## src/rtl/seven_segment_pkg.sv

```systemverilog
// Shared glyph encodings and value-to-glyph decode for the multiplexed
// seven-segment scanner.
package seven_segment_pkg;

  localparam logic [6:0] SEG_0     = 7'h3F;
  localparam logic [6:0] SEG_1     = 7'h06;
  localparam logic [6:0] SEG_2     = 7'h5B;
  localparam logic [6:0] SEG_3     = 7'h4F;
  localparam logic [6:0] SEG_4     = 7'h66;
  localparam logic [6:0] SEG_5     = 7'h6D;
  localparam logic [6:0] SEG_6     = 7'h7D;
  localparam logic [6:0] SEG_7     = 7'h07;
  localparam logic [6:0] SEG_8     = 7'h7F;
  localparam logic [6:0] SEG_9     = 7'h6F;
  localparam logic [6:0] SEG_A     = 7'h77;
  localparam logic [6:0] SEG_B     = 7'h7C;
  localparam logic [6:0] SEG_C     = 7'h39;
  localparam logic [6:0] SEG_D     = 7'h5E;
  localparam logic [6:0] SEG_E     = 7'h79;
  localparam logic [6:0] SEG_F     = 7'h71;
  localparam logic [6:0] SEG_BLANK = 7'h00;
  localparam int         SEG_DP    = 7;

  // Letters only appear in hex mode; in decimal mode values above 9 go dark.
  function automatic logic [6:0] glyph(input logic [3:0] value, input logic hex_mode);
    logic [6:0] g;
    case (value)
      4'h0:    g = SEG_0;
      4'h1:    g = SEG_1;
      4'h2:    g = SEG_2;
      4'h3:    g = SEG_3;
      4'h4:    g = SEG_4;
      4'h5:    g = SEG_5;
      4'h6:    g = SEG_6;
      4'h7:    g = SEG_7;
      4'h8:    g = SEG_8;
      4'h9:    g = SEG_9;
      4'hA:    g = SEG_A;
      4'hB:    g = SEG_B;
      4'hC:    g = SEG_C;
      4'hD:    g = SEG_D;
      4'hE:    g = SEG_E;
      4'hF:    g = SEG_F;
      default: g = SEG_BLANK;
    endcase
    return (value > 4'h9 && !hex_mode) ? SEG_BLANK : g;
  endfunction

endpackage

```

## src/rtl/seven_segment_scanner_glyph_lut.sv

```systemverilog
// Combinational 4-bit value to logical seven-segment glyph decoder.
module seg7_glyph_lut
  import seven_segment_pkg::*;
(
  input  logic [3:0] value,
  input  logic       hex_mode,
  output logic [6:0] glyph_out
);

  assign glyph_out = glyph(value, hex_mode);

endmodule

```

## src/rtl/seven_segment_scanner.sv

```systemverilog
// Time-multiplexed N-digit seven-segment driver with frame-synchronous input
// snapshot, leading-zero blanking and an anode dead time at each slot start.
module seven_segment_scanner
  import seven_segment_pkg::*;
#(
  parameter int NUM_DIGITS       = 4,
  parameter int REFRESH_DIV      = 100000,
  parameter int BLANK_CYCLES     = 1000,
  parameter bit SEG_ACTIVE_LOW   = 1'b1,
  parameter bit ANODE_ACTIVE_LOW = 1'b1
) (
  input  logic                    CLK,
  input  logic                    RESET,
  input  logic [4*NUM_DIGITS-1:0] DIGITS,
  input  logic [NUM_DIGITS-1:0]   DP,
  input  logic [NUM_DIGITS-1:0]   ENABLE,
  input  logic                    HEX_MODE,
  input  logic                    LZ_BLANK,
  output logic [7:0]              SEGMENT,
  output logic [NUM_DIGITS-1:0]   ANODE,
  output logic                    FRAME_TICK
);

  localparam int IDX_W = (NUM_DIGITS > 1) ? $clog2(NUM_DIGITS) : 1;
  localparam int DIV_W = (REFRESH_DIV > 1) ? $clog2(REFRESH_DIV) : 1;
  localparam logic [IDX_W-1:0]      LAST_IDX = IDX_W'(NUM_DIGITS - 1);
  localparam logic [DIV_W-1:0]      LAST_DIV = DIV_W'(REFRESH_DIV - 1);
  localparam logic [7:0]            SEG_OFF  = SEG_ACTIVE_LOW ? 8'hFF : 8'h00;
  localparam logic [NUM_DIGITS-1:0] AN_OFF   = ANODE_ACTIVE_LOW ? '1 : '0;

  logic [DIV_W-1:0]        div_cnt_r;
  logic [IDX_W-1:0]        idx_r;
  logic [4*NUM_DIGITS-1:0] dig_r;
  logic [NUM_DIGITS-1:0]   dp_r;
  logic [NUM_DIGITS-1:0]   en_r;
  logic                    hex_r;
  logic                    lz_r;

  logic                    terminal_s;
  logic                    past_blank_s;
  logic                    run_s;
  logic [NUM_DIGITS-1:0]   lz_vec_s;
  logic [3:0]              cur_val_s;
  logic                    cur_dp_s;
  logic                    cur_en_s;
  logic                    cur_lz_s;
  logic [6:0]              glyph_s;
  logic [7:0]              seg_s;
  logic [NUM_DIGITS-1:0]   anode_s;

  assign terminal_s = (div_cnt_r == LAST_DIV);

  // Slot prescaler and digit index.
  always_ff @(posedge CLK or posedge RESET) begin
    if (RESET) begin
      div_cnt_r <= '0;
      idx_r     <= '0;
    end else if (terminal_s) begin
      div_cnt_r <= '0;
      idx_r     <= (idx_r == LAST_IDX) ? '0 : idx_r + IDX_W'(1);
    end else begin
      div_cnt_r <= div_cnt_r + DIV_W'(1);
    end
  end

  // Input snapshot at the end of each frame, so a frame never shows mixed values.
  always_ff @(posedge CLK or posedge RESET) begin
    if (RESET) begin
      dig_r      <= '0;
      dp_r       <= '0;
      en_r       <= '0;
      hex_r      <= 1'b0;
      lz_r       <= 1'b0;
      FRAME_TICK <= 1'b0;
    end else if (terminal_s && idx_r == LAST_IDX) begin
      dig_r      <= DIGITS;
      dp_r       <= DP;
      en_r       <= ENABLE;
      hex_r      <= HEX_MODE;
      lz_r       <= LZ_BLANK;
      FRAME_TICK <= 1'b1;
    end else begin
      FRAME_TICK <= 1'b0;
    end
  end

  // Leading-zero run from the top digit; disabled digits are transparent to it.
  always_comb begin
    run_s    = 1'b1;
    lz_vec_s = '0;
    for (int d = NUM_DIGITS - 1; d >= 0; d--) begin
      if (en_r[d] && run_s && d != 0 && dig_r[4*d +: 4] == 4'd0) begin
        lz_vec_s[d] = 1'b1;
      end else if (en_r[d]) begin
        run_s = 1'b0;
      end else begin
        lz_vec_s[d] = 1'b0;
      end
    end
  end

  // Select the snapshot fields of the digit currently being scanned.
  always_comb begin
    cur_val_s = 4'd0;
    cur_dp_s  = 1'b0;
    cur_en_s  = 1'b0;
    cur_lz_s  = 1'b0;
    for (int d = 0; d < NUM_DIGITS; d++) begin
      cur_val_s = cur_val_s | (dig_r[4*d +: 4] & {4{idx_r == IDX_W'(d)}});
      cur_dp_s  = cur_dp_s | (dp_r[d] & (idx_r == IDX_W'(d)));
      cur_en_s  = cur_en_s | (en_r[d] & (idx_r == IDX_W'(d)));
      cur_lz_s  = cur_lz_s | (lz_vec_s[d] & (idx_r == IDX_W'(d)));
    end
    cur_lz_s = cur_lz_s & lz_r;
  end

  seg7_glyph_lut u_lut (
    .value     (cur_val_s),
    .hex_mode  (hex_r),
    .glyph_out (glyph_s)
  );

  generate
    if (BLANK_CYCLES == 0) begin : g_no_blank
      assign past_blank_s = 1'b1;
    end else begin : g_blank
      assign past_blank_s = (32'(div_cnt_r) >= 32'(BLANK_CYCLES));
    end
  endgenerate

  // Logical segment and anode patterns for the current slot position.
  always_comb begin
    seg_s   = 8'h00;
    anode_s = '0;
    if (cur_en_s) begin
      seg_s[6:0]    = cur_lz_s ? SEG_BLANK : glyph_s;
      seg_s[SEG_DP] = cur_dp_s;
    end else begin
      seg_s = 8'h00;
    end
    for (int d = 0; d < NUM_DIGITS; d++) begin
      anode_s[d] = past_blank_s && cur_en_s && (idx_r == IDX_W'(d));
    end
  end

  // Output registers; XOR with the off pattern applies pin polarity.
  always_ff @(posedge CLK or posedge RESET) begin
    if (RESET) begin
      SEGMENT <= SEG_OFF;
      ANODE   <= AN_OFF;
    end else begin
      SEGMENT <= seg_s ^ SEG_OFF;
      ANODE   <= anode_s ^ AN_OFF;
    end
  end

endmodule

```

## config.mk

```make
export PLATFORM = sky130hd
export DESIGN_NAME = seven_segment_scanner
export DESIGN_NICKNAME = d
export VERILOG_FILES = /design/src/rtl/seven_segment_pkg.sv /design/src/rtl/seven_segment_scanner_glyph_lut.sv /design/src/rtl/seven_segment_scanner.sv
export SDC_FILE = /design/constraint.sdc
export NUM_CORES = 1
export LEC_CHECK = 0
export CORE_MARGIN = 3
export CORE_UTILIZATION = 41
export CTS_CLUSTER_SIZE = 40
export DETAILED_ROUTE_END_ITERATION = 10
export PLACE_DENSITY = 0.61
export SETUP_SLACK_MARGIN = 0.15
export SYNTH_ARGS = -nofsm -noshare
export SYNTH_HDL_FRONTEND = slang
export SYNTH_SLANG_ARGS = --single-unit
export TNS_END_PERCENT = 50
```

## constraint.sdc

```tcl
create_clock -name CLK -period 5.25 [get_ports CLK]
set_clock_uncertainty 0.1 [all_clocks]
set_input_delay 0.525 -clock CLK [delete_from_list [all_inputs] [get_ports CLK]]
set_output_delay 0.525 -clock CLK [all_outputs]
set_load 0.02 [all_outputs]
```

== Word-level counts from Yosys, hierarchy flattened ==
Memory sizes are Yosys's and may differ from the RTL's.
Index checks and enable logic that the tools add are counted.

* Output and inout port bits: 13
* Bits in read-only memories: 112
* Register bits after elaboration: 58
* Memories kept: 1
* Logic and storage cells: 78
* Bits of input ports: 28

* Multiplexer cells: 13
* Eq/ne operators: 4
* Magnitude comparators: 2
* Reduce and logical (&&, ||, !) cells: 17
* Add/sub/neg operators: 2
* Bitwise logic cells: 29

{| class="wikitable"
|+ Memories
! name !! depth !! width !! rd ports !! clocked after memory_dff !! write ports !! RTL line !! RTL
|-
| (no name shown) || 16 || 7 || 1 || 0 || 0 || seven_segment_pkg.sv:27 || <nowiki>case (value)</nowiki>
|}

{| class="wikitable"
|+ Operator list
! operator !! count
|-
| $add A17 B1 Y17 const B || 1
|-
| $eq A17 B17 Y1 const B || 1
|-
| $ge A17 B10 Y1 const B || 1
|-
| $mux W17 || 1
|-
| $and A4 B4 Y4 || 4
|-
| $mux W7 || 2
|-
| $and A1 B1 Y1 || 12
|-
| $logic_and A1 B1 Y1 || 12
|-
| $logic_not A4 Y1 || 3
|-
| $or A4 B4 Y4 || 3
|-
| $mux W1 || 8
|-
| $mux W8 || 1
|-
| $not A8 Y8 || 1
|-
| $or A1 B1 Y1 || 8
|-
| $eq A2 B2 Y1 const B || 2
|-
| $gt A4 B4 Y1 const B || 1
|-
| $not A4 Y4 || 1
|-
| $add A2 B1 Y2 const B || 1
|-
| $eq A2 B1 Y1 const B || 1
|-
| $logic_not A2 Y1 || 1
|-
| $mux W2 || 1
|-
| $logic_not A1 Y1 || 1
|}

== Longest topological paths before layout ==
Gate-level depths: netlist of run 1.

* Depth in word-level cells: 16
* Depth in mapped cells: 11
* Gate-level depth less buffers: 10

== Cells and area by module ==
A second synthesis of run 1 with hierarchy kept.

* Cell total of the unflattened synthesis: 234
* Area total of the unflattened synthesis: 2914.0 um2

{| class="wikitable"
|+ Modules (own cells, without submodules)
! module !! seq. area each (um2) !! cells an instance !! instances !! area an instance (um2)
|-
| seven_segment_scanner || 1466.4 || 196 || 1 || 2596.2
|-
| seg7_glyph_lut || 0.0 || 38 || 1 || 317.8
|}

== Worst setup path before layout of run 1 ==
OpenSTA, ideal clock, no wires.

* Path type: reg-to-reg
* Start point: register idx_r[0]
* End point: register SEGMENT[2]
* Path slack: 2.883 ns
* Path buffers: 1
* Period minus slack after synthesis: 2.367 ns
* Cell stages (with the launch flop): 11
* Library setup time: 0.100 ns
* Data required time: 5.050 ns
* Arrival time: 2.167 ns
* Path through: dfrtp_1 -> ha_1 -> clkbuf_1 -> a22o_1 -> or2_2 -> inv_1 -> ha_1 -> nor2_1 -> nor3_1 -> o31a_1 -> o2111ai_1

* Longest elaborated chain between the ends: 11
* Elaborated cells between the ends (all ways): 31
* Classes of those cells: order compare (1); eq/ne (3); mux (3); bitwise (21); reduce/logical (2); memory (1)

{| class="wikitable"
|+ RTL lines
! what !! RTL line !! RTL
|-
| from (decl) || seven_segment_scanner.sv:32 || <nowiki>logic [IDX_W-1:0] idx_r;</nowiki>
|-
| from (signal assigned) || seven_segment_scanner.sv:60 || <nowiki>idx_r <= (idx_r == LAST_IDX) ? '0 : idx_r + IDX_W'(1);</nowiki>
|-
| $eq A2 B1 Y1 or $logic_not A2 Y1 (tied branches) || seven_segment_scanner.sv:109, seven_segment_scanner.sv:111, seven_segment_scanner.sv:112 ||
|-
| $and A4 B4 Y4 || seven_segment_scanner.sv:109 || <nowiki>cur_val_s = cur_val_s | (dig_r[4*d +: 4] & {4{idx_r == IDX_W'(d)}});</nowiki>
|-
| $or A4 B4 Y4 (3 in a row) || seven_segment_scanner.sv:109 ||
|-
| $gt A4 B4 Y1 || seven_segment_pkg.sv:46 || <nowiki>return (value > 4'h9 && !hex_mode) ? SEG_BLANK : g;</nowiki>
|-
| $logic_and A1 B1 Y1 || seven_segment_pkg.sv:46 ||
|-
| $mux W7 || seven_segment_pkg.sv:46 ||
|-
| $mux W7 || seven_segment_scanner.sv:136 || <nowiki>seg_s[6:0] = cur_lz_s ? SEG_BLANK : glyph_s;</nowiki>
|-
| $mux W8 (*) || seven_segment_scanner.sv:135 || <nowiki>if (cur_en_s) begin</nowiki>
|-
| $not A8 Y8 (no line) (*) || - ||
|-
| to (signal assigned) || seven_segment_scanner.sv:152 || <nowiki>SEGMENT <= seg_s ^ SEG_OFF;</nowiki>
|-
| to (decl) || seven_segment_scanner.sv:19 || <nowiki>output logic [7:0] SEGMENT,</nowiki>
|}

Every way passes the cells marked *; elsewhere a longest branch is shown, timed or not.
A chain may end at the register's enable or synchronous reset.

== Worst setup path after layout of run 1 ==
* Start point: register idx_r[0]
* End point: register SEGMENT[4]

Same word-level chain as after synthesis.

==> flow_metrics.py, run 1 <==
metrics = {
    "logic_synthesis": {
        "yosys_warnings": 0,
        "synthCells": 242,
        "synthSimpleGateAreaFrac_pct": 15.2,
        "synth.net_count": 281,
        "synth_top_family_by_area": "simple AND/OR/NAND/NOR gates",
        "yosysUniqueCellTypes": 44,
        "ys_ff_latch": 58,
        "syn_area_per_cell_sq_um": 11.9,
        "syn_area_sq_um": 2890,
        "seq_area_frac_synth_pct": 50.8,
        "netlist.area_leader.share_pct": 39.8,
        "synth_mux_area_share_pct": 13.1,
        "ys_async_sr_fraction_pct": 100,
        "yosysTopAreaCell": "dfrtp_1",
        "synth-edff-count": 0,
        "synth_ff_type": "dfrtp_1",
        "synth_compound_area_share_pct": 9.70,
        "synth_xor_area_share_pct": 3.94,
        "yosys.area_share.adder_pct": 4.76,
        "synthTopCellsByArea": "dfrtp_1, dfstp_2, mux2_4",
    },
    "finish": {
        "layout-drive-gt1-share_pct": 20.2,
        "area_growth_pct": 23.6,
        "layout.nets": 326,
        "n_antenna_cell": 0,
        "fin_area_sq_um": 3570,
        "utilization_pct": 54.1,
    },
    "clock_network": {
        "hold_buffers": 0,
        "clockRootBuffer": "clkbuf_8",
        "cts_max_path_buffers": 2,
        "cts_htree_levels": 3,
        "cts_tree": "done",
        "cts.clk_slew.worst_paths_ns": 0.06,
        "clkSinkCount": 58,
        "cts_resized": 0,
        "worstSkewPairLatency_ns": 0.34,
        "numCtsBuffers": 9,
        "cts_setup_buffers": 0,
    },
    "placement": {
        "dpl_cell_area_sq_um": 3370,
        "place.detailed.hpwl_mm": 4.00,
        "place.gp.congestion": 0.836,
        "portBuffers": 40,
    },
    "timing": {
        "fin_crit_ns": 2.71,
        "tightestPinTransition_ns": 0.872,
        "finalSetupTns_ns": 0,
        "rsz0062_at_grt": "false",
        "hold_violations": 0,
        "max_freq_ghz": 0.369,
        "whs_ns": 0.407,
        "fin_crit_sh_pct": 51.6,
        "setup_violations": 0,
        "maxSlewHeadroom_pct": 41.4,
        "finalMaxSlewViolations": 0,
    },
    "critical_path": {
        "start_kind": "flip-flop",
        "worst_ep_required_time_ns": 5.38,
        "slowest_stage": "dfrtp_1",
        "cp_data_arrival_time_ns": 2.84,
        "endpoint_kind": "flip-flop",
        "criticalPathCategory": "reg -> reg",
        "worstPathMaxFanout": 8,
        "path_buf_inv": 2,
        "crit_chain": "inv_1 -> ha_1 -> a22o_1 -> or2_2 -> inv_1 -> ha_1 -> nor2_1 -> nor3_1 -> o31a_1 -> o2111ai_1",
        "slowest_delay_ns": 0.40,
        "path_delay_family": "compound AO/OA/AOI/OAI gates",
    },
    "global_route": {
        "grt_start_max_net_pins": 59,
        "overflow": 0,
        "grt_pass1_wl_mm": 9.92,
        "antenna_found_initial": 0,
        "grt_pass1_vias": 1953,
        "grt_usage_pct": 15.4,
    },
    "job": {
        "cap_viol_max_count": 0,
    },
    "die": {
        "die-area_sq_um": 8090,
        "die_width_microns": 89.9,
        "io_pins": 41,
        "start_util_pct": 43.7,
        "core_area_sq_um": 6600,
        "fp-row-count": 29,
        "die_h_microns": 89.9,
    },
    "outcome": {
        "status": "finished clean",
    },
    "detailed_routing": {
        "firstDrtPassIters": 4,
        "drtIter0Drc": 78,
        "drc_errors": 0,
        "ant_nets": 0,
        "viasPerCell": 5.21,
        "num_vias": 2006,
        "wl_per_cell_microns": 15.2,
        "routed_wl_mm": 5.87,
    },
    "pwr": {
        "power_mw": 0.973,
        "max-vdd-ir-drop_mv": 0.118,
        "p_per_area_nw_per_um2": 273,
        "leakage_nw": 1.58,
    },
    "hold_path": {
        "hp-class": "reg -> reg",
    },
}
[path summary, 6_finish.rpt]
kind / start / endpoint / slack, ns / cells past startpoint
setup / recovery: idx_r[0] / SEGMENT[4] / 2.54 / 10
hold / removal: div_cnt_r[0] / div_cnt_r[0] / 0.41 / 1
setup reg to reg: idx_r[0] / SEGMENT[4] / 2.54 / 10
hold reg to reg: div_cnt_r[0] / div_cnt_r[0] / 0.41 / 1
max in group asynchronous: RESET / div_cnt_r[10] / 3.96 / 3
min in group asynchronous: RESET / FRAME_TICK / 0.59 / 3
[flip-flops by register name (all words and copies together), names as in the netlist]
register	flops
ANODE	4
FRAME_TICK	1
SEGMENT	8
dig_r	16
div_cnt_r	17
dp_r	4
en_r	4
hex_r	1
idx_r	2
lz_r	1
[kinds of logic (layout without fill, tap and decap cells)]
logic type,after synthesis,count (layout)
XOR/XNOR,13,13
flip-flops,58,58
buffers and inverters,16,66
AND/OR/NAND/NOR,80,80
AO/OA/AOI/OAI,37,37
adder cells (fa/ha/maj),11,11
multiplexers,27,27
[power breakdown]
part | internal (mW) | total [mW] | switching, mW | leakage [nW]
clock | 0.244 | 0.413 | 0.169 | 0.103
combinational | 0.0483 | 0.0848 | 0.0365 | 0.783
sequential | 0.466 | 0.475 | 0.00945 | 0.694
[routing by layer]
metal	track usage [%]	part of all wire (%)	up-vias
li1	-	-	969
met1	23.1	50	964
met2	20.6	42	62
met3	3.34	5.7	11
met4	8.04	2.2	0
met5	0	0	-
[layout make-up]
cell class                 count  area [sq um]
clock buffer                  13           159
clock inverter                 3          40.0
fill                         578          3030
inverter                       9          33.8
multi-input combinational    168          1350
sequential                    58          1470
tap                           93           116
timing repair buffer          41           408
[Yosys cell counts, drive strengths merged, types with 4 or more instances]
| cell | count |
|---|---|
| dfrtp | 46 |
| a22oi | 8 |
| nor2 | 11 |
| clkbuf | 4 |
| mux2 | 26 |
| nand3 | 9 |
| o2111ai | 4 |
| xor2 | 10 |
| a22o | 5 |
| dfstp | 12 |
| o211ai | 6 |
| nand2 | 25 |
| nand4 | 8 |
| ha | 11 |
| inv | 9 |
| nor3 | 7 |
| a21oi | 4 |
[metrics by stage]
step                setup slack (ns)  instances
floorplan                       2.88        242
global placement                2.60        369
detailed placement              2.58        369
CTS                             2.56        385
global route                    2.40        385
finish                          2.54        385
[layout by cell type (no fill, tap or decap), types with 2 or more instances in the layout]
master and n:
a21oi_1 4, a22o_1 5, a22oi_1 8, and2_1 3
and4_1 3, clkbuf_1 2, clkbuf_8 11, clkdlybuf4s50_1 40
clkinv_2 2, dfrtp_1 46, dfstp_2 12, ha_1 11
inv_1 8, mux2_2 6, mux2_4 20, nand2_1 24
nand3_1 9, nand4_1 8, nor2_1 11, nor3_1 7
o2111ai_1 4, o211a_1 2, o211ai_1 6, o21ai_0 3
or2_2 2, or4_1 2, xnor2_1 3, xor2_1 10
Power figures use the tool's default switching activity.
==> run 2: changes to the inputs <==
PLACE_DENSITY = 0.63   (was 0.61)
clock period = 2.2 ns   (was 5.25 ns; I/O delays follow)
==> run 2 against run 1 <==
- the run now ends with setup timing left
- clock power is 140% higher
- hold slack got worse by 0.29 ns
- sequential share of layout area shrank 5.0 points
- total power is 140% higher
==> flow_metrics.py, run 2 (same netlist as run 1, synthesis figures left out) <==
metrics = {
    "detailed_routing": {
        "ant_nets": 0,
        "firstDrtPassIters": 4,
        "viasPerCell": 5.23,
        "drtIter0Drc": 85,
        "num_vias": 2198,
        "wl_per_cell_microns": 15.4,
        "routed_wl_mm": 6.48,
        "drc_errors": 0,
    },
    "pwr": {
        "power_mw": 2.38,
        "p_sw_share_pct": 22.9,
        "p_per_area_nw_per_um2": 584,
        "pwr-share-clk_pct": 42.0,
        "p_sw_mw": 0.545,
        "seq_power_share_pct": 47.9,
        "leakage_nw": 1.82,
        "max-vdd-ir-drop_mv": 0.347,
        "comb_power_share_pct": 10.1,
        "p_int_mw": 1.83,
    },
    "finish": {
        "largestRegisters": "div_cnt_r (17), dig_r (16), SEGMENT (8)",
        "largest-register": "div_cnt_r",
        "layout.nets": 361,
        "largest_reg_flops": 17,
        "area_growth_pct": 40.8,
        "n_antenna_cell": 0,
        "layout-drive-gt1-share_pct": 36.1,
        "final_cell_mix": "dfrtp_1, clkdlybuf4s50_1, buf_4",
        "utilization_pct": 61.6,
        "fillers": 543,
        "final_common_cell": "dfrtp_1",
    },
    "die": {
        "core_area_sq_um": 6600,
        "die_width_microns": 89.9,
        "die-area_sq_um": 8090,
        "io_pins": 41,
        "die_h_microns": 89.9,
        "fp-row-count": 29,
        "start_util_pct": 43.7,
    },
    "timing": {
        "finalMaxSlewViolations": 0,
        "hold_violations": 0,
        "tightestPinTransition_ns": 0.489,
        "finalWorstSetupSlack_ns": -0.0800,
        "finalSetupTns_ns": -1.38,
        "max_freq_ghz": 0.439,
        "fin_crit_ns": 2.28,
        "fin_crit_sh_pct": 104,
        "setup_violations": 26,
        "rsz0062_at_grt": "true",
        "maxSlewHeadroom_pct": 67.3,
    },
    "critical_path": {
        "worst_ep_required_time_ns": 2.32,
        "cp_data_arrival_time_ns": 2.40,
        "endpoint_kind": "flip-flop",
        "reg2reg_slack_ns": -0.08,
        "criticalPathCategory": "reg -> reg",
        "worstPathMaxFanout": 12,
        "start_kind": "flip-flop",
    },
    "clock_network": {
        "hold_buffers": 0,
        "cts_tree": "done",
        "worstSkewPairLatency_ns": 0.33,
        "clockRootBuffer": "clkbuf_8",
        "cts_max_path_buffers": 2,
        "clkSinkCount": 58,
        "cts.clk_slew.worst_paths_ns": 0.07,
        "cts_htree_levels": 3,
        "numCtsBuffers": 9,
    },
    "global_route": {
        "antenna_found_initial": 0,
        "grt_start_max_net_pins": 41,
        "grt_pass1_vias": 2147,
        "grt_usage_pct": 16.7,
        "grt_pass1_wl_mm": 10.8,
        "overflow": 0,
    },
    "outcome": {
        "violations": "setup timing",
        "status": "finished with violations",
    },
    "job": {
        "cap_viol_max_count": 0,
    },
    "placement": {
        "portBuffers": 40,
        "place.gp.congestion": 0.844,
        "place.detailed.hpwl_mm": 4.50,
    },
    "hold_path": {
        "hp-class": "in -> async",
    },
}
-- run 2: cell type report --
type                    instances  area [sq um]  area share, %
inverters                       9          38.8          0.953
multi-input cells             168          1470           36.2
clock inverters                 5          52.6           1.29
well taps                      93           116           2.86
flip-flops and latches         58          1470           36.1
clock buffers                  11           151           3.72
repair buffers                 76           768           18.9
-- run 2: critical path, cell delays in order (launching register included) --
cell	delay (ns)
dfrtp_1	0.41
or4_4	0.57
nor4_4	0.37
nand2_4	0.11
bufbuf_16	0.30
mux2_4	0.30
-- run 2: power by group through the flow --
| stage | Clock, mW | Combinational (mW) | Sequential [mW] |
|---|---|---|---|
| finish | 0.998 | 0.240 | 1.14 |
| detailed placement | 0 | 0.215 | 1.15 |
| global placement | 0 | 0.214 | 1.15 |
| CTS | 1.02 | 0.222 | 1.14 |
| floorplan | 0 | 0.101 | 1.16 |
| global route | 1.09 | 0.259 | 1.14 |
-- run 2: per-layer routing --
metal  vias to the layer above  track usage [%]  part of all wire (%)
met2                        65             23.8                    45
li1                       1041                -                     -
met4                         0             5.36                   1.5
met1                      1084             24.4                    48
met3                         8             5.09                   5.0
met5                         -                0                     0
-- run 2: path summary, 6_finish.rpt --
| check | startpoint | endpoint | cells past startpoint |
|---|---|---|---|
| max in group asynchronous | RESET | SEGMENT[7] | 3 |
| min in group CLK | DIGITS[7] | dig_r[7] | 2 |
| worst max register to register | div_cnt_r[12] | dig_r[13] | 5 |
| worst min register to register | div_cnt_r[0] | div_cnt_r[0] | 1 |
| worst max-delay path | div_cnt_r[12] | dig_r[13] | 5 |
| worst min-delay path | RESET | lz_r | 2 |
-- run 2: what timing repair did --
action,in CTS,in global routing
setup endpoints to repair,32,33
setup buffers,8,6
gates cloned,2,0
gates resized for setup,8,18
pin swaps,10,14
-- run 2: stage by stage --
stage	setup WS (ns)	hold WS, ns	area, sq um	std cells
finish	-0.0800	0.113	4070	420
global route	-0.125	0.136	4070	420
CTS	-0.0452	0.124	3950	414
detailed placement	-0.100	0.391	3580	388
global placement	-0.00202	0.390	3580	388
floorplan	-0.00226	0.269	2960	242
==> run 3: changes to the inputs <==
CORE_MARGIN = 10   (was 3)
SYNTH_HIERARCHICAL = 1   (was unset)
==> run 3 against run 2 <==
- the run now ends clean
- fmax increased by 9.1%
- final area fell by 5.0%
- critical path depth grew 5
- setup slack better by 0.19 ns
- count of clock-buffer cells in the layout shrank 1
- area after synthesis up 0.87%
- critical path type unchanged
- critical endpoint is now SEGMENT[3]
- largest power group unchanged
==> flow_metrics.py, run 3 <==
metrics = {
    "finish": {
        "largest_reg_flops": 17,
        "seqCellArea_sq_um": 1470,
        "multi_input_area_sq_um": 1480,
        "final_common_cell": "dfrtp_1",
        "final_cell_mix": "dfrtp_1, clkdlybuf4s50_1, mux2_4, nand2_1, buf_4",
        "area_growth_pct": 32.7,
        "fillers": 571,
        "n_antenna_cell": 0,
        "largest-register": "div_cnt_r",
        "layout.nets": 336,
        "layout-drive-gt1-share_pct": 36.2,
        "stdcell_count": 397,
        "largestRegisters": "div_cnt_r (17), dig_r (16), SEGMENT (8)",
    },
    "die": {
        "die-area_sq_um": 10900,
        "start_util_pct": 42.4,
        "core_area_sq_um": 6870,
        "fp-row-count": 30,
        "die_width_microns": 104,
        "die_h_microns": 104,
        "io_pins": 41,
    },
    "logic_synthesis": {
        "synth.net_count": 274,
        "synth_ff_type": "dfrtp_1",
        "synthCells": 234,
        "synth-edff-count": 0,
        "netlist.area_leader.share_pct": 39.5,
        "syn_area_per_cell_sq_um": 12.5,
        "yosysUniqueCellTypes": 49,
        "yosysTopAreaCell": "dfrtp_1",
        "synth_common_cells": "dfrtp_1, nand2_1, mux2_4",
        "seq_area_frac_synth_pct": 50.3,
        "synth.most_common_cell": "dfrtp_1",
        "ys_async_sr_fraction_pct": 100,
        "ys_ff_latch": 58,
        "syn_area_sq_um": 2910,
        "yosys_warnings": 6,
        "synthTopCellsByArea": "dfrtp_1, dfstp_2, mux2_4",
    },
    "placement": {
        "placed_cells": 370,
        "place.gp.congestion": 0.797,
        "portBuffers": 40,
        "place.detailed.hpwl_mm": 4.25,
    },
    "pwr": {
        "power_mw": 2.33,
        "p_per_area_nw_per_um2": 602,
        "leakage_nw": 1.69,
        "max-vdd-ir-drop_mv": 0.342,
    },
    "timing": {
        "tightestPinTransition_ns": 0.408,
        "finalMaxSlewViolations": 0,
        "whs_ns": 0.151,
        "rsz0062_at_grt": "true",
        "hold_violations": 0,
        "fin_crit_ns": 2.09,
        "maxSlewHeadroom_pct": 72.5,
        "setup_violations": 0,
        "fin_crit_sh_pct": 95.0,
        "finalSetupTns_ns": 0,
        "max_freq_ghz": 0.478,
    },
    "detailed_routing": {
        "num_vias": 2012,
        "routed_wl_mm": 6.27,
        "drc_errors": 0,
        "wl_per_cell_microns": 15.8,
        "viasPerCell": 5.07,
        "firstDrtPassIters": 4,
        "ant_nets": 0,
        "drtIter0Drc": 107,
    },
    "critical_path": {
        "cp_data_arrival_time_ns": 2.25,
        "start_kind": "flip-flop",
        "crit_chain": "inv_2 -> ha_4 -> a22oi_2 -> nand2_2 -> buf_4 -> ha_4 -> nor2b_1 -> a211o_1 -> a21oi_2 -> nand2_1",
        "slowest_stage": "dfrtp_2",
        "crit_top_cell": "ha_4",
        "criticalPathCategory": "reg -> reg",
        "slowest_delay_ns": 0.43,
        "worst_ep_required_time_ns": 2.36,
        "worstPathMaxFanout": 4,
        "endpoint_kind": "flip-flop",
    },
    "clock_network": {
        "clkSinkCount": 58,
        "numCtsBuffers": 9,
        "clockRootBuffer": "clkbuf_8",
        "cts_max_path_buffers": 2,
        "cts.clk_slew.worst_paths_ns": 0.07,
        "cts_htree_levels": 3,
        "cts_tree": "done",
        "worstSkewPairLatency_ns": 0.34,
    },
    "global_route": {
        "overflow": 0,
        "antenna_found_initial": 0,
        "use_met2_pct": 17.7,
        "gr-max-usage-layer": "met2",
        "grt_usage_pct": 11.5,
        "grt_pass1_wl_mm": 10.4,
        "grt_pass1_vias": 2053,
        "grt_start_max_net_pins": 59,
        "grt.met1_usage_pct": 14.8,
        "met3_usage_pct": 3.10,
    },
    "hold_path": {
        "hp-class": "in -> async",
    },
    "job": {
        "cap_viol_max_count": 0,
    },
    "outcome": {
        "status": "finished clean",
    },
}
## run 3: cell types whose count changed in the layout (fill, tap and decap cells not counted), moves of 3 or more
cell       delta
a22o_1        -4
buf_4         -8
buf_6         -3
nand2_1       -4
nand3_1       -3
nand4_1       -5
nor3_1        -4
o2111ai_2     -4
o211ai_1      -3
xor2_1        -3
## run 3: critical path: cells and delay by family (launching register included)
kind | cells | cell delay [ns]
AOI/OAI and AO/OA | 3 | 0.57
DFF | 1 | 0.43
buffers and inverters | 2 | 0.25
adders and majority gates | 2 | 0.35
and+or+nand+nor | 3 | 0.31
## run 3: final cells by class
type | instances | area share [%]
Sequential cell | 58 | 38.0
Multi-Input combinational cell | 157 | 38.1
Tap cell | 96 | 3.11
Inverter | 9 | 1.13
Clock buffer | 10 | 3.30
Clock inverter | 6 | 1.49
Timing Repair Buffer | 61 | 14.8
## run 3: worst paths after layout
kind | start | endpoint | slack (ns) | cells past startpoint
min in group CLK | DP[2] | dp_r[2] | 0.39 | 2
min | RESET | div_cnt_r[12] | 0.15 | 3
min reg2reg | div_cnt_r[8] | div_cnt_r[8] | 0.39 | 1
max in group asynchronous | RESET | SEGMENT[6] | 1.55 | 3
max | idx_r[1] | SEGMENT[3] | 0.11 | 10
max reg2reg | idx_r[1] | SEGMENT[3] | 0.11 | 10
## run 3: routing by layer
| layer | up-vias | wire length [microns] |
|---|---|---|
| met3 | 4 | 248 |
| met1 | 995 | 2940 |
| met2 | 41 | 3020 |
| met4 | 0 | 52 |
| met5 | - | 0 |
| li1 | 972 | - |
## run 3: stage by stage
| stage | setup WS (ns) | utilization [%] | cell area [sq um] |
|---|---|---|---|
| 2_1_floorplan | 0.142 | - | 2990 |
| 3_3_place_gp | 0.114 | 50.8 | 3490 |
| 6_report | 0.109 | 56.3 | 3870 |
| 3_5_place_dp | 0.0315 | 50.8 | 3490 |
| 4_1_cts | 0.144 | 55.1 | 3790 |
| 5_1_grt | 0.0167 | 56.3 | 3870 |
## run 3: kinds of logic (layout without fill, tap and decap cells)
family          Yosys count  after routing  synth area share (%)
flops                    58             58                  50.3
fa+ha+maj                12             12                  5.15
simple gates             68             68                  13.1
compound gates           35             35                  9.53
xor+xnor                 12             12                  3.61
buf+inv                  19             86                  4.34
mux                      30             30                  14.0
## run 3: timing repair
item,in CTS,in global routing
hold buffers,0,0
setup buffers,6,5
pin swaps,6,8
setup endpoints to repair,7,35
gates resized for setup,13,8
## run 3: power breakdown
part / internal, mW / switching (mW)
sequential: 1.11 / 0.0240
combinational: 0.149 / 0.109
clock: 0.515 / 0.419
total: 1.77 / 0.552
